**config.mk**
```make
export PLATFORM = sky130hd
export DESIGN_NAME = ad7276_axis_packer
export DESIGN_NICKNAME = d
export VERILOG_FILES = /design/src/rtl/ad7276_axis_packer.sv
export SDC_FILE = /design/constraint.sdc
export NUM_CORES = 1
export LEC_CHECK = 0
export ABC_AREA = 1
export CAP_MARGIN = 40
export CORE_ASPECT_RATIO = 0.5
export CORE_MARGIN = 2
export CORE_UTILIZATION = 55
export CTS_CLUSTER_SIZE = 14
export DETAILED_ROUTE_END_ITERATION = 10
export GPL_TIMING_DRIVEN = 0
export PLACE_DENSITY_LB_ADDON = 0.05
export SLEW_MARGIN = 30
export SYNTH_ARGS = -nofsm -noshare
export SYNTH_HDL_FRONTEND = slang
export SYNTH_SLANG_ARGS = --single-unit
```
**constraint.sdc**
```tcl
create_clock -name CLK100MHz -period 18.55 [get_ports CLK100MHz]
set_clock_uncertainty 0.2 [all_clocks]
set_input_delay 3.71 -clock CLK100MHz [delete_from_list [all_inputs] [get_ports CLK100MHz]]
set_output_delay 3.71 -clock CLK100MHz [all_outputs]
set_load 0.05 [all_outputs]
```
**src/rtl/ad7276_axis_packer.sv**
```systemverilog
// Shared-timing capture engine for 1..16 dual-channel AD7276 ADCs with offset removal and
// packetised AXI-Stream output. Optional macro AD7276_TIMESTAMP_EN prepends a 32-bit timestamp beat.
module ad7276_axis_packer #(
  parameter int ADC_QTD    = 8,
  parameter int ADC_LENGTH = 12,
  parameter int SCLK_DIV   = 2,
  parameter int SAMPLE_DIV = 100,
  parameter int QUIET_CYC  = 4,
  parameter int OFFSET     = 2048
) (
  input  logic                   CLK100MHz,
  input  logic                   ARESET,
  input  logic                   enable,
  input  logic [2*ADC_QTD-1:0]   sdata,
  output logic                   cs,
  output logic                   sclk,
  output logic [31:0]            m_axis_tdata,
  output logic                   m_axis_tvalid,
  input  logic                   m_axis_tready,
  output logic                   m_axis_tlast,
  output logic [15:0]            overrun_cnt,
  output logic                   busy
);

  localparam int N  = 2 * ADC_QTD;
  localparam int CW = (N > 1) ? $clog2(N) : 1;
  localparam int TW = $clog2(SAMPLE_DIV);
  localparam int DW = $clog2(SCLK_DIV) + 1;
  localparam int QW = $clog2(QUIET_CYC) + 1;
  localparam logic [CW-1:0] LAST_CH = CW'(N - 1);

  typedef enum logic [1:0] {S_IDLE, S_CONVERT, S_QUIET} state_t;

  function automatic logic signed [15:0] center_sample(input logic [ADC_LENGTH-1:0] raw);
    logic signed [ADC_LENGTH:0] diff;
    diff = $signed({1'b0, raw}) - $signed((ADC_LENGTH+1)'(OFFSET));
    return 16'(diff);
  endfunction

  function automatic logic [15:0] sat_inc16(input logic [15:0] v);
    return (v == 16'hFFFF) ? v : v + 16'd1;
  endfunction

  state_t                 state, state_nxt;
  logic [TW-1:0]          timer;
  logic [DW-1:0]          div_cnt;
  logic [5:0]             edge_cnt;
  logic [QW-1:0]          quiet_cnt;
  logic                   sclk_q;
  logic                   frame_start, rise_shift, frame_done, em_free, accept, drop, last_beat;
  logic [ADC_LENGTH-1:0]  sh_p0 [N];
  logic signed [15:0]     shadow_p1 [N];
  logic [7:0]             tag_p1;
  logic [7:0]             frame_cnt;
  logic                   vld_p1;
  logic [CW-1:0]          chan_p1;
  logic [15:0]            overrun_q;
  logic [31:0]            beat_word;
`ifdef AD7276_TIMESTAMP_EN
  logic [31:0]            ts_cnt, ts_conv, ts_p1;
  logic                   ts_beat;
`endif

  assign frame_start = (state == S_IDLE) && enable && (timer == '0);
  assign frame_done  = (state == S_QUIET) && (quiet_cnt == QW'(QUIET_CYC - 1));
  // Edge counter k is odd while sclk is low; the toggle at k=5..27 is rising edge 3..14.
  assign rise_shift  = (state == S_CONVERT) && (div_cnt == DW'(SCLK_DIV - 1)) && !sclk_q &&
                       (edge_cnt >= 6'd5) && (edge_cnt <= 6'd27);
`ifdef AD7276_TIMESTAMP_EN
  assign last_beat   = vld_p1 && !ts_beat && (chan_p1 == LAST_CH);
`else
  assign last_beat   = vld_p1 && (chan_p1 == LAST_CH);
`endif
  assign em_free     = !vld_p1 || (m_axis_tready && last_beat);
  assign accept      = frame_done && em_free;
  assign drop        = frame_done && !em_free;

  always_ff @(posedge CLK100MHz or posedge ARESET) begin
    if (ARESET)                              timer <= '0;
    else if (!enable)                        timer <= '0;
    else if (timer == TW'(SAMPLE_DIV - 1))   timer <= '0;
    else                                     timer <= timer + 1'b1;
  end

  always_ff @(posedge CLK100MHz or posedge ARESET) begin
    if (ARESET) state <= S_IDLE;
    else        state <= state_nxt;
  end

  always_comb begin
    state_nxt = state;
    case (state)
      S_IDLE:    if (frame_start) state_nxt = S_CONVERT;
      S_CONVERT: if (edge_cnt == 6'd32) state_nxt = S_QUIET;
      S_QUIET:   if (frame_done) state_nxt = S_IDLE;
      default:   state_nxt = S_IDLE;
    endcase
  end

  always_comb begin
    cs = 1'b1;
    if (state == S_CONVERT) cs = 1'b0;
  end

  // Serial clock generation: 32 half-periods of SCLK_DIV clocks, sclk parked high afterwards.
  always_ff @(posedge CLK100MHz or posedge ARESET) begin
    if (ARESET) begin
      div_cnt   <= '0;
      edge_cnt  <= '0;
      quiet_cnt <= '0;
      sclk_q    <= 1'b1;
    end else begin
      case (state)
        S_CONVERT: begin
          quiet_cnt <= '0;
          if (div_cnt == DW'(SCLK_DIV - 1)) begin
            div_cnt <= '0;
            if (edge_cnt != 6'd32) begin
              edge_cnt <= edge_cnt + 6'd1;
              sclk_q   <= ~sclk_q;
            end
          end else begin
            div_cnt <= div_cnt + 1'b1;
          end
        end
        S_QUIET: begin
          quiet_cnt <= quiet_cnt + 1'b1;
          sclk_q    <= 1'b1;
        end
        default: begin
          div_cnt   <= '0;
          edge_cnt  <= '0;
          quiet_cnt <= '0;
          sclk_q    <= 1'b1;
        end
      endcase
    end
  end

  assign sclk = sclk_q;

  // Stage p0: per-channel deserialisers
  always_ff @(posedge CLK100MHz) begin
    if (rise_shift) begin
      for (int i = 0; i < N; i++) sh_p0[i] <= {sh_p0[i][ADC_LENGTH-2:0], sdata[i]};
    end
  end

  // Stage p1: frame shadow feeding the emitter, frees p0 for the next conversion
  always_ff @(posedge CLK100MHz) begin
    if (accept) begin
      for (int i = 0; i < N; i++) shadow_p1[i] <= center_sample(sh_p0[i]);
      tag_p1 <= frame_cnt;
`ifdef AD7276_TIMESTAMP_EN
      ts_p1  <= ts_conv;
`endif
    end
  end

`ifdef AD7276_TIMESTAMP_EN
  always_ff @(posedge CLK100MHz or posedge ARESET) begin
    if (ARESET) begin
      ts_cnt  <= '0;
      ts_conv <= '0;
    end else begin
      ts_cnt <= ts_cnt + 32'd1;
      if (frame_start) ts_conv <= ts_cnt;
    end
  end
`endif

  always_ff @(posedge CLK100MHz or posedge ARESET) begin
    if (ARESET) begin
      vld_p1    <= 1'b0;
      chan_p1   <= '0;
      frame_cnt <= '0;
      overrun_q <= '0;
`ifdef AD7276_TIMESTAMP_EN
      ts_beat   <= 1'b0;
`endif
    end else begin
      if (vld_p1 && m_axis_tready) begin
`ifdef AD7276_TIMESTAMP_EN
        if (ts_beat)                  ts_beat <= 1'b0;
        else if (chan_p1 == LAST_CH)  vld_p1  <= 1'b0;
        else                          chan_p1 <= chan_p1 + 1'b1;
`else
        if (chan_p1 == LAST_CH)       vld_p1  <= 1'b0;
        else                          chan_p1 <= chan_p1 + 1'b1;
`endif
      end
      // A new frame overrides the final handshake of the previous packet.
      if (accept) begin
        vld_p1    <= 1'b1;
        chan_p1   <= '0;
        frame_cnt <= frame_cnt + 8'd1;
`ifdef AD7276_TIMESTAMP_EN
        ts_beat   <= 1'b1;
`endif
      end
      if (drop) overrun_q <= sat_inc16(overrun_q);
    end
  end

  always_comb begin
    beat_word = '0;
    if (vld_p1) beat_word = {8'(chan_p1), tag_p1, shadow_p1[chan_p1]};
`ifdef AD7276_TIMESTAMP_EN
    if (vld_p1 && ts_beat) beat_word = ts_p1;
`endif
  end

  assign m_axis_tdata  = beat_word;
  assign m_axis_tvalid = vld_p1;
  assign m_axis_tlast  = last_beat;
  assign overrun_cnt   = overrun_q;
  assign busy          = (state != S_IDLE) || vld_p1;

endmodule

```
==> results of run 1 <==
logic make-up after synthesis:
group	after synthesis
fa+ha+maj	10
xor+xnor	19
buf+inv	234
compound gates	47
flops	442
other cells	1
simple gates	604
routing by layer:
layer	up-vias	wire, um	global-route usage
met1	4848	14800	0.303
met4	0	593	0.0571
li1	4770	-	-
met3	46	2180	0.0455
met2	289	15400	0.340
met5	-	0	0
state kept, by name, indices dropped and copies added (netlist names):
register       count
sh_p0            192
edge_cnt           6
state              2
div_cnt            2
timer              7
m_axis_tvalid      1
sclk               1
overrun_cnt       16
quiet_cnt          3
tag_p1             8
shadow_p1        192
frame_cnt          8
chan_p1            4
critical path, cell delays in order (launching register included):
cell,delay [ps]
dfrtp_1,380
buf_2,160
inv_1,90
clkbuf_1,620
nand3_1,200
nand3_1,130
nand3_1,170
a21oi_1,510
buf_4,200
clkdlybuf4s50_1,800
area by class of cell:
| type | count | share of cell area |
|---|---|---|
| Tap cell | 399 | 0.0253 |
| Sequential cell | 442 | 0.660 |
| Inverter | 181 | 0.0346 |
| Clock buffer | 51 | 0.0538 |
| Clock inverter | 11 | 0.00355 |
| Timing Repair Buffer | 82 | 0.0524 |
| Multi-Input combinational cell | 684 | 0.156 |
| Buffer | 53 | 0.0144 |
metrics by stage:
stage	utilization	worst slack [ps]	cells	area (um2)	total power, uW
after floorplan	-	8440	1360	17100	1620
after global placement	0.600	4290	1827	18200	1890
after detailed placement	0.612	11440	1841	18600	1900
after CTS	0.649	10850	1903	19700	2650
after global routing	0.649	10710	1903	19700	2750
final	0.649	10830	1903	19700	2620
how the worst max path moves through the flow:
stage,to,slack (ps),depth (start not counted)
after floorplan,sh_p0[0][0]$_DFFE_PP_,8440,6
after global routing,m_axis_tdata[13],10710,9
final,m_axis_tdata[13],10830,9
after detailed placement,m_axis_tdata[13],11440,9
after CTS,m_axis_tdata[13],10850,9
after global placement,sh_p0[1][13]$_DFFE_PP_,4290,6
power groups by stage:
stage                     clock [uW]  combinational, uW  sequential, uW
after global placement             0                794            1100
after detailed placement           0                803            1100
final                            742                802            1080
after floorplan                    0                520            1100
after CTS                        760                807            1080
after global routing             800                865            1080
cells in the mapped netlist:
master / count
buf_2: 14
a21oi_1: 15
nand4_1: 10
buf_1: 6
nand2_1: 398
dfrtp_1: 49
o21ai_0: 28
buf_6: 3
a22oi_1: 1
dfstp_2: 1
edfxtp_1: 392
nor2_4: 3
nor3_1: 7
inv_1: 179
or2_2: 1
o2111ai_1: 1
o31ai_1: 1
buf_4: 10
nor2_1: 41
nand3_1: 140
clkbuf_1: 20
nor4_1: 1
inv_2: 2
xor2_1: 14
nand3_2: 1
xnor2_1: 5
ha_1: 10
conb_1: 1
o21ai_2: 1
nand3b_1: 2
==> out/metrics.yaml, run 1 <==
gp_congestion: 0.862
synth_area_leader_cell: "edfxtp_1"
p_sw_frac: 0.348
slew_headroom: 0.460
path_clk_slew_ps: 70
crit_path_end_kind: "primary output"
drv_cap: 0
postSynthCellCount: 1357
cts_setup_buffers: 0
track_usage: 0.213
hold_viol_final: 0
critPathLaunchType: "register"
r2r-start: "state[0]$_DFFE_PP0P_"
cts_tree: "yes"
num_vias: 9953
grt_pass1_wl_mm: 52.4
synth-xor-area-share: 0.00977
seq_power_share: 0.412
io_buffers: 68
drive_gt1_frac: 0.0672
antenna_found_initial: 0
synth_top_family_by_area: "simple AND/OR/NAND/NOR gates"
synth_fa_ha_area_frac: 0.00734
dp_hpwl_mm: 22.7
final_common_cell: "nand2_1"
ios: 73
tightest_slew_ps: 810
crit_required_ps: 14640
numCtsBuffers: 39
period_share: 0.416
start_util: 0.560
leakage_uw: 0.00811
drc: 0
cp_max_fo: 10
die_w_um: 253
mostFrequentLayoutCells: "nand2_1 (398), edfxtp_1 (392), inv_1 (178), nand3_1 (140), clkdlybuf4s50_1 (68)"
status: "finished, final reports clean"
ys_seq_elements: 442
vdd_drop_max_mv: 0.108
drtIter0Drc: 1007
clk_path_buf_depth: 3
comb_power_share: 0.306
switching_power_uw: 914
die-area_um2: 32500
holdPathEnd: "sh_p0[0][45]$_DFFE_PP_"
grt-ovfl-total: 0
final_antenna_net_count: 0
grt_pass1_vias: 9870
hp-class: "register to register"
ys_types: 30
worst-setup-path-type: "register to primary output"
insertedDiodeCount: 0
timing.rr.end: "sh_p0[1][4]$_DFFE_PP_"
fillCellCount: 2282
min_period_ps: 7720
multi_input_area_um2: 3080
whs_ps: 237
muxShareOfSynthArea: 0
rows: 45
nNetsFinal: 1513
synth-simple-area-share: 0.148
setup-tns-final_ps: 0
ys_warn_count: 0
holdPathStages: 0
hold_buffers: 0
synth_compound_area_frac: 0.0145
cts_resized: 0
slew_viol_final: 0
synth_area_leaders: "edfxtp_1 (69%), nand2_1 (8.8%), dfrtp_1 (7.2%)"
cp.arrival_ps: 3810
clock_latency_ps: 540
syn_to_final_growth_pct: 15.8
r2r_cells: 11
netlist_area_um2: 17000
setup-violations-final: 0
routed_via_density: 5.23
die_h_um: 128
startpoint: "chan_p1[1]$_DFFE_PP0P_"
cts.sinks: 442
reg2reg_slack_ps: 15530
core_area_um2: 30400
avgSynthCellArea_um2: 12.6
routed_wl_mm: 32.9
hold_path.startpoint: "sh_p0[0][44]$_DFFE_PP_"
intPower_uw: 1710
fmax_ghz: 0.130
drt-pass1-iter-count: 5
htree_levels: 2
yosysTopAreaCellShare: 0.691
p_clk_frac: 0.283
ctsRootBufferMaster: "clkbuf_16"
grt_max_degree: 81
p_per_area_nw_per_um2: 133
synth-seq-area-share: 0.764
wl_per_cell_um: 17.3
rsz0062_at_grt: "no"
seq_area_um2: 13000
Power figures use the tool's default switching activity.
==> run 2: changes to the inputs <==
clock period = 8 ns   (was 18.55 ns; I/O delays follow)
==> out/metrics.yaml, run 2 (same netlist as run 1, synthesis figures left out) <==
die-area_um2: 32500  # unchanged
die_h_um: 128  # unchanged
grt_pass1_wl_mm: 51.4  # -2.0%
p_total_uw: 6080  # +130%
final_common_cell: "nand2_1"
critPathLaunchType: "register"
cts_setup_buffers: 0  # unchanged
worst-setup-path-type: "register to primary output"
grt_max_degree: 81  # unchanged
final_antenna_net_count: 0  # unchanged
syn_to_final_growth_pct: 15.8  # about the same
cp.depth: 9  # unchanged
drive_gt1_frac: 0.0652  # -0.00199
cts_tree: "yes"
cp_max_fo: 10  # unchanged
fmax_ghz: 0.180
startpoint: "chan_p1[1]$_DFFE_PP0P_"
leakage_uw: 0.00811  # about the same
num_vias: 9885  # -0.68%
period_share: 0.693
vdd_drop_max_mv: 0.359  # +230%
drv_cap: 0  # unchanged
cp.arrival_ps: 3740  # -70 ps
rows: 45  # unchanged
utilization: 0.649  # about the same
numCtsBuffers: 39  # unchanged
core_area_um2: 30400  # unchanged
timing.rr.end: "sh_p0[1][4]$_DFFE_PP_"
path_clk_slew_ps: 60  # about the same
slew_headroom: 0.499  # +0.0386
cts.sinks: 442  # unchanged
grt-ovfl-total: 0  # unchanged
fillCellCount: 2283  # +0.044%
cts_resized: 0  # unchanged
insertedDiodeCount: 0  # unchanged
io_buffers: 68  # unchanged
drtIter0Drc: 953  # -5.4%
antenna_found_initial: 0  # unchanged
dp_slack_ps: 2980  # -8460 ps
status: "finished, final reports clean"
hold_viol_final: 0  # unchanged
htree_levels: 2  # unchanged
routed_via_density: 5.19  # -0.68%
setup_ws_ps: 2460  # -8370 ps
die_w_um: 253  # unchanged
routed_wl_mm: 32.6  # -1.0%
drt-pass1-iter-count: 5  # unchanged
rsz0062_at_grt: "no"
path_cells: "buf_2 > inv_1 > clkbuf_1 > nand3_1 > nand3_1 > nand3_1 > a21oi_1 > buf_4 > clkdlybuf4s50_1"
clk_path_buf_depth: 3  # unchanged
drc: 0  # unchanged
crit_top_cell: "nand3_1"
final_cells: 1903  # unchanged
mostFrequentLayoutCells: "nand2_1 (398), edfxtp_1 (392), inv_1 (178), nand3_1 (140), clkdlybuf4s50_1 (68)"
r2r_cells: 10  # -1
crit_family: "buffers and inverters"
ctsRootBufferMaster: "clkbuf_16"
start_util: 0.560  # unchanged
wl_per_cell_um: 17.1  # -1.0%
dp_hpwl_mm: 22.5  # -0.56%
crit_path_end_kind: "primary output"
cpMaxStageDelayCell: "clkdlybuf4s50_1"
min_period_ps: 5540
endpoint: "m_axis_tdata[15]"
crit_buf_inv: 5  # unchanged
grt_pass1_vias: 9747  # -1.2%
clock_latency_ps: 550  # about the same
hold_buffers: 0  # unchanged
crit_required_ps: 6200  # -8440 ps
p_per_area_nw_per_um2: 308  # +130%
place_inst: 1840  # -0.054%
track_usage: 0.207  # -0.00572
hp-class: "register to register"
slowest_delay_ps: 800  # about the same
reg2reg_slack_ps: 5140  # -10390 ps
gp_congestion: 0.869  # +0.81%
tightest_slew_ps: 752  # -57.9 ps
r2r-start: "state[0]$_DFFE_PP0P_"
slew_viol_final: 0  # unchanged
ios: 73  # unchanged
nNetsFinal: 1512  # -0.066%
setup-violations-final: 0  # unchanged
-- run 2: cell types whose count changed in the layout (fill, tap and decap cells not counted), sizes merged --
cell      previous run  this run
clkbuf              71        75
buf                 47        46
clkinv               8         6
clkinvlp             2         1
-- run 2: routing by layer --
layer | global-route usage | vias up | part of all wire
met2 | 0.330 | 270 | 0.46
met5 | 0 | - | 0
li1 | - | 4780 | -
met3 | 0.0423 | 50 | 0.063
met1 | 0.294 | 4785 | 0.45
met4 | 0.0627 | 0 | 0.020
-- run 2: power breakdown --
group          switching, uW  internal, uW  leakage, uW
clock                    789           946     0.000551
sequential              13.5          2490      0.00442
combinational           1300           541      0.00315
-- run 2: layout make-up --
type / count / area [um2] / share of cell area
repair buffers: 81 / 1030 / 0.0522
well taps: 399 / 499 / 0.0253
clock inverters: 8 / 53.8 / 0.00273
clock buffers: 55 / 1090 / 0.0551
flip-flops and latches: 442 / 13000 / 0.660
inverters: 181 / 682 / 0.0345
plain buffers: 53 / 284 / 0.0144
multi-input cells: 684 / 3080 / 0.156
-- run 2: metrics by stage --
step | area [um2] | hold WS [ps] | TNS (ps)
3_3_place_gp | 18200 | 221 | -244880
3_5_place_dp | 18600 | 229 | 0
2_1_floorplan | 17100 | 210 | 0
6_report | 19700 | 238 | 0
5_1_grt | 19700 | 246 | 0
4_1_cts | 19700 | 237 | 0
-- run 2: worst min path at each step --
| stage | startpoint | slack [ps] | to | depth (start not counted) |
|---|---|---|---|---|
| 5_1_grt | sh_p0[0][79]$_DFFE_PP_ | 250 | sh_p0[0][80]$_DFFE_PP_ | 0 |
| 4_1_cts | sh_p0[1][68]$_DFFE_PP_ | 240 | shadow_p1[13][8]$_DFFE_PP_ | 0 |
| 3_3_place_gp | quiet_cnt[0]$_DFF_PP0_ | 220 | quiet_cnt[0]$_DFF_PP0_ | 1 |
| 2_1_floorplan | quiet_cnt[0]$_DFF_PP0_ | 210 | quiet_cnt[0]$_DFF_PP0_ | 1 |
| 3_5_place_dp | sh_p0[0][89]$_DFFE_PP_ | 230 | sh_p0[0][90]$_DFFE_PP_ | 0 |
| 6_report | quiet_cnt[0]$_DFF_PP0_ | 240 | quiet_cnt[0]$_DFF_PP0_ | 1 |
